==> src/rtl/svi_rr_arbiter_pkg.sv <==
// Shared definitions for the round-robin arbiter: state encoding and default sizing.
package arb_pkg;

    localparam int DEFAULT_SIZE = 8;
    localparam int HOLD_W       = 8;

    localparam logic [1:0] ST_IDLE    = 2'd0;
    localparam logic [1:0] ST_GRANT   = 2'd1;
    localparam logic [1:0] ST_BACKOFF = 2'd2;

    typedef enum logic [1:0] {
        IDLE    = ST_IDLE,
        GRANT   = ST_GRANT,
        BACKOFF = ST_BACKOFF
    } arb_state_e;

endpackage

==> src/rtl/svi_rr_arbiter_if.sv <==
// Request/grant bundle between the requesters (master) and the arbiter (slave).
interface svi_rr_arbiter_if #(
    parameter int SIZE = 8
);
    localparam int IW = $clog2(SIZE);

    // Handshake: i_req[k] is a level held by requester k until it is done; the
    // arbiter answers with a registered one-hot o_gnt. Ownership ends when the
    // owner pulses i_done[k], drops i_req[k], or holds past the limit (o_timeout).
    logic [SIZE-1:0] i_req;
    logic [SIZE-1:0] i_done;
    logic [SIZE-1:0] o_gnt;
    logic [IW-1:0]   o_gnt_idx;
    logic            o_busy;
    logic            o_timeout;

    modport master (
        output i_req, i_done,
        input  o_gnt, o_gnt_idx, o_busy, o_timeout
    );

    modport slave (
        input  i_req, i_done,
        output o_gnt, o_gnt_idx, o_busy, o_timeout
    );

endinterface

==> src/rtl/svi_rr_arbiter_rr_pick.sv <==
// Rotating-priority picker: first set request at or above ptr, wrapping at SIZE-1.
module rr_pick #(
    parameter int SIZE = 8,
    parameter int IW   = $clog2(SIZE)
) (
    input  logic [SIZE-1:0] req,
    input  logic [IW-1:0]   ptr,
    output logic            valid,
    output logic [IW-1:0]   idx
);

    logic [IW:0]   sum;
    logic [IW-1:0] cand;

    always_comb begin
        valid = 1'b0;
        idx   = '0;
        sum   = '0;
        cand  = '0;
        for (int i = 0; i < SIZE; i++) begin
            // One extra bit so ptr + offset never overflows before the wrap.
            sum = {1'b0, ptr} + (IW+1)'(i);
            if (sum >= (IW+1)'(SIZE)) begin
                sum = sum - (IW+1)'(SIZE);
            end
            cand = sum[IW-1:0];
            if (!valid && req[cand]) begin
                valid = 1'b1;
                idx   = cand;
            end
        end
    end

endmodule

==> src/rtl/svi_rr_arbiter.sv <==
// Round-robin arbiter with a per-grant hold limit and a one-cycle backoff after revocation.
module svi_rr_arbiter
    import arb_pkg::*;
#(
    parameter int SIZE     = DEFAULT_SIZE,
    parameter int HOLD_MAX = 15
) (
    input  logic              i_clk,
    input  logic              i_rst,
    svi_rr_arbiter_if.slave   bus,
    output arb_state_e        o_dbg_state
);

    localparam int                IW       = $clog2(SIZE);
    localparam logic [SIZE-1:0]   ONE      = {{(SIZE-1){1'b0}}, 1'b1};
    localparam logic [IW-1:0]     LAST     = IW'(SIZE - 1);
    localparam logic [HOLD_W-1:0] HOLD_LIM = HOLD_W'(HOLD_MAX);

    logic [1:0]        state_q, state_d;
    logic [IW-1:0]     ptr_q, ptr_d;
    logic [HOLD_W-1:0] hold_q, hold_d;
    logic [SIZE-1:0]   gnt_q, gnt_d;
    logic [IW-1:0]     idx_q, idx_d;
    logic              busy_q, busy_d;
    logic              timeout_q, timeout_d;

    logic              pick_valid;
    logic [IW-1:0]     pick_idx;

    rr_pick #(
        .SIZE (SIZE),
        .IW   (IW)
    ) u_pick (
        .req   (bus.i_req),
        .ptr   (ptr_q),
        .valid (pick_valid),
        .idx   (pick_idx)
    );

    always_comb begin
        state_d   = state_q;
        ptr_d     = ptr_q;
        hold_d    = hold_q;
        gnt_d     = gnt_q;
        idx_d     = idx_q;
        busy_d    = busy_q;
        timeout_d = 1'b0;

        case (state_q)
            ST_IDLE: begin
                if (pick_valid) begin
                    state_d = ST_GRANT;
                    gnt_d   = ONE << pick_idx;
                    idx_d   = pick_idx;
                    busy_d  = 1'b1;
                    hold_d  = '0;
                    ptr_d   = (pick_idx == LAST) ? '0 : pick_idx + IW'(1);
                end
            end
            ST_GRANT: begin
                // A release in the same cycle as the limit wins over the timeout.
                if (bus.i_done[idx_q] || !bus.i_req[idx_q]) begin
                    state_d = ST_IDLE;
                    gnt_d   = '0;
                    idx_d   = '0;
                    busy_d  = 1'b0;
                    hold_d  = '0;
                end else if (hold_q == HOLD_LIM) begin
                    state_d   = ST_BACKOFF;
                    gnt_d     = '0;
                    idx_d     = '0;
                    busy_d    = 1'b0;
                    hold_d    = '0;
                    timeout_d = 1'b1;
                end else begin
                    hold_d = hold_q + HOLD_W'(1);
                end
            end
            ST_BACKOFF: begin
                state_d = ST_IDLE;
            end
            default: begin
                state_d = ST_IDLE;
                gnt_d   = '0;
                idx_d   = '0;
                busy_d  = 1'b0;
                hold_d  = '0;
            end
        endcase
    end

    always_ff @(posedge i_clk) begin
        if (i_rst) begin
            state_q   <= ST_IDLE;
            ptr_q     <= '0;
            hold_q    <= '0;
            gnt_q     <= '0;
            idx_q     <= '0;
            busy_q    <= 1'b0;
            timeout_q <= 1'b0;
        end else begin
            state_q   <= state_d;
            ptr_q     <= ptr_d;
            hold_q    <= hold_d;
            gnt_q     <= gnt_d;
            idx_q     <= idx_d;
            busy_q    <= busy_d;
            timeout_q <= timeout_d;
        end
    end

    assign bus.o_gnt     = gnt_q;
    assign bus.o_gnt_idx = idx_q;
    assign bus.o_busy    = busy_q;
    assign bus.o_timeout = timeout_q;
    assign o_dbg_state   = arb_state_e'(state_q);

endmodule

==> src/flat_wrapper.sv <==
// flat-port wrapper written by rule: the top's interface ports become plain ports
module svi_rr_arbiter_flat import arb_pkg::*;
#(
    parameter int SIZE     = DEFAULT_SIZE,
    parameter int HOLD_MAX = 15
)
  (i_clk, i_rst, o_dbg_state, bus_i_req, bus_i_done, bus_o_gnt, bus_o_gnt_idx, bus_o_busy, bus_o_timeout);
  svi_rr_arbiter_if #(.SIZE(SIZE)) bus_i ();
  input  logic i_clk;
  input  logic i_rst;
  output arb_state_e o_dbg_state;
  input wire logic [$bits(bus_i.i_req)-1:0] bus_i_req;
  input wire logic [$bits(bus_i.i_done)-1:0] bus_i_done;
  output wire logic [$bits(bus_i.o_gnt)-1:0] bus_o_gnt;
  output wire logic [$bits(bus_i.o_gnt_idx)-1:0] bus_o_gnt_idx;
  output wire logic [$bits(bus_i.o_busy)-1:0] bus_o_busy;
  output wire logic [$bits(bus_i.o_timeout)-1:0] bus_o_timeout;
  assign bus_i.i_req = bus_i_req;
  assign bus_i.i_done = bus_i_done;
  assign bus_o_gnt = bus_i.o_gnt;
  assign bus_o_gnt_idx = bus_i.o_gnt_idx;
  assign bus_o_busy = bus_i.o_busy;
  assign bus_o_timeout = bus_i.o_timeout;
  svi_rr_arbiter #(.SIZE(SIZE), .HOLD_MAX(HOLD_MAX)) u_core (.i_clk(i_clk), .i_rst(i_rst), .bus(bus_i), .o_dbg_state(o_dbg_state));
endmodule
==> config.mk <==
export PLATFORM = sky130hd
export DESIGN_NAME = svi_rr_arbiter_flat
export DESIGN_NICKNAME = d
export VERILOG_FILES = /design/src/rtl/svi_rr_arbiter_pkg.sv /design/src/rtl/svi_rr_arbiter_if.sv /design/src/rtl/svi_rr_arbiter_rr_pick.sv /design/src/rtl/svi_rr_arbiter.sv /design/src/flat_wrapper.sv
export SDC_FILE = /design/constraint.sdc
export NUM_CORES = 1
export LEC_CHECK = 0
export BUFFER_PORTS_ARGS = -buffer_cell sky130_fd_sc_hd__buf_4
export CAP_MARGIN = 0
export CORE_MARGIN = 2
export CORE_UTILIZATION = 30
export CTS_BUF_LIST = sky130_fd_sc_hd__clkbuf_8 sky130_fd_sc_hd__clkbuf_16
export CTS_CLUSTER_DIAMETER = 30
export DETAILED_ROUTE_END_ITERATION = 8
export PLACE_DENSITY = 0.54
export SYNTH_ARGS = -nofsm -noshare
export SYNTH_HDL_FRONTEND = slang
export SYNTH_SLANG_ARGS = --single-unit
==> constraint.sdc <==
create_clock -name i_clk -period 6.4 [get_ports i_clk]
set_clock_uncertainty 0.2 [all_clocks]
set_input_delay 1.28 -clock i_clk [delete_from_list [all_inputs] [get_ports i_clk]]
set_output_delay 1.28 -clock i_clk [all_outputs]
set_load 0.05 [all_outputs]
==> flow_summary.json <==
{
  "status": "finished clean",
  "post_cts_buffers": 0,
  "filler_cell_count": 752,
  "area_growth_pct": 14.0,
  "setup_viol": 0,
  "drc": 0,
  "ys_async_sr_fraction_pct": 0,
  "io_pins": 33,
  "insertion_delay_ns": 0.26,
  "final_common_cell": "buf_4",
  "grt_pass1_vias": 1926,
  "powerDensity_nw_per_um2": 413,
  "track_usage_pct": 13.9,
  "cp.depth": 12,
  "holdWs_ns": 0.264,
  "synth_area_per_cell_um2": 9.83,
  "grt_pass1_wl_um": 9650,
  "drv_slew": 0,
  "min_from": "u_core.bus.o_busy$_SDFFE_PP0P_",
  "dp_slack_ns": 1.98,
  "crit_arrival_ns": 4.36,
  "cts_resized": 0,
  "worst_r2r_path_depth": 12,
  "crit_path_top_delay_cell": "dfxtp_1",
  "drive_gt1_share_pct": 30.4,
  "wl_um": 5580,
  "drt-pass1-iter-count": 4,
  "grt_antenna_before_repair": 0,
  "ant_nets": 0,
  "die_width_um": 91.6,
  "cts_root_buffer": "clkbuf_8",
  "synth_seq_cells": 26,
  "crit_path_start_kind": "flip-flop",
  "critPathTopFamily": "adder cells",
  "num_antenna_cells": 0,
  "critPathKind": "reg -> reg",
  "hp-class": "reg -> reg",
  "portBuffers": 32,
  "tightest_slew_ns": 0.901,
  "peakVddDrop_mv": 0.251,
  "syn-cell-area_um2": 2300,
  "synth_edf_count": 0,
  "ctsHtreeMaxLevel": 1,
  "final_util_pct": 35.8,
  "netlist_instances": 234,
  "dp.cells": 352,
  "synth_nets": 260,
  "synth_flop_cell": "dfxtp_1",
  "wire_per_inst_um": 15.7,
  "num_rows": 31,
  "hold_buffers": 0,
  "ys_types": 67,
  "required_ns": 6.36,
  "grt_max_degree": 30,
  "grt-ovfl-total": 0,
  "dr.first_iter.drc_count": 116,
  "max_freq_mhz": 228,
  "path_cells": "inv_1 > ha_1 > mux2i_1 > mux2i_1 > o221ai_1 > o21ai_1 > a221oi_1 > nor2_1 > ha_1 > ha_1 > mux2i_1 > nor2_1",
  "die_y_um": 91.6,
  "nets": 284,
  "worst-path-buf-inv": 1,
  "hold_violations": 0,
  "tns_ns": 0,
  "setup_ws_ns": 2.01,
  "synth-seq-area-share_pct": 22.6,
  "globalplace.congestion": 0.895,
  "cap_violations": 0,
  "cts_tree": "built",
  "clk_path_buf_depth": 2,
  "start_util_pct": 31.4,
  "p_leak_nw": 1.04,
  "fin_crit_ns": 4.39,
  "clock-sinks": 26,
  "rsz0062_at_grt": "false",
  "num_vias": 1965,
  "r2r_start": "u_core.ptr_q[1]$_SDFFE_PP0P_",
  "worst_setup_path_end_kind": "flip-flop",
  "dieArea_um2": 8380,
  "ys_warn_count": 0,
  "clk_pin_slew_worst_paths_ns": 0.09,
  "max_stage_delay_ns": 0.92,
  "hold_path_depth": 1,
  "coreArea_um2": 7330,
  "layout_common_cells": "buf_4 (34), dfxtp_1 (26), nand2_1 (21)",
  "cts_buffers": 3,
  "fin_cells": 356,
  "hpwlAfterDp_um": 4190,
  "viasPerCell": 5.52,
  "relSlewSlack_pct": 39.8,
  "cp_max_fo": 21,
  "finalCritPeriodShare_pct": 68.6,
  "startpoint": "u_core.ptr_q[1]$_SDFFE_PP0P_"
}
## Yosys cell counts (5+ instances only)
cell / instances / area share [%]
a21oi_1: 7 / 1.5
a32o_2: 9 / 4.4
buf_6: 5 / 2.4
dfxtp_1: 26 / 23
ha_1: 8 / 4.4
inv_1: 14 / 2.3
mux2i_1: 13 / 5.7
mux4_2: 12 / 12
nand2_1: 21 / 3.4
nand3_1: 7 / 1.5
nor2_1: 13 / 2.1
o21ai_0: 5 / 1.1
## state kept, by name, indices dropped and copies added, names as in the netlist
signal	count
u_core.bus.o_busy	1
u_core.bus.o_gnt	8
u_core.o_dbg_state	2
u_core.hold_q	8
u_core.ptr_q	3
u_core.bus.o_gnt_idx	3
u_core.bus.o_timeout	1
## worst paths after layout
check             slack, ns                              to
setup / recovery       2.01    u_core.ptr_q[2]$_SDFFE_PP0P_
hold / removal         0.26  u_core.bus.o_busy$_SDFFE_PP0P_
setup reg to reg       2.01    u_core.ptr_q[2]$_SDFFE_PP0P_
hold reg to reg        0.26  u_core.bus.o_busy$_SDFFE_PP0P_
## metrics by stage
step	total power, mW	cell area (um2)
after floorplan	0.838	2300
after global placement	0.981	2570
after detailed placement	0.976	2570
after CTS	1.09	2620
after global routing	1.17	2620
final	1.08	2620
## cell families after synthesis
| kind of cell | Yosys count | synth area share [%] |
|---|---|---|
| AOI/OAI and AO/OA | 73 | 26.7 |
| xor gates and xnor gates | 5 | 3.05 |
| buffers and inverters | 29 | 7.18 |
| DFF | 26 | 22.6 |
| and+or+nand+nor | 64 | 15.1 |
| muxes | 29 | 20.9 |
| adders and majority gates | 8 | 4.35 |
## per-layer routing
metal  wire length (um)  share of wire [%]  track usage [%]  up-vias
met5                  0                  0                0        -
met4                 60                1.1             3.54        0
met3                198                3.6             1.08        4
met2               2680                 48             23.0       44
met1               2640                 47             19.4      952
li1                   -                  -                -      965
## layout make-up
cell class / count / area [um2] / area share (%)
Sequential cell: 26 / 520 / 19.9
Clock buffer: 4 / 55.1 / 2.10
Tap cell: 99 / 124 / 4.73
Inverter: 14 / 52.6 / 2.00
Timing Repair Buffer: 34 / 255 / 9.74
Multi-Input combinational cell: 179 / 1610 / 61.6
## power by group
group          leakage, nW  total (mW)  switching (mW)  internal [mW]
Clock               0.0288       0.104          0.0494         0.0549
Combinational        0.803       0.750           0.446          0.303
Sequential           0.212       0.228          0.0374          0.190
(Power assumes the default switching activity.)
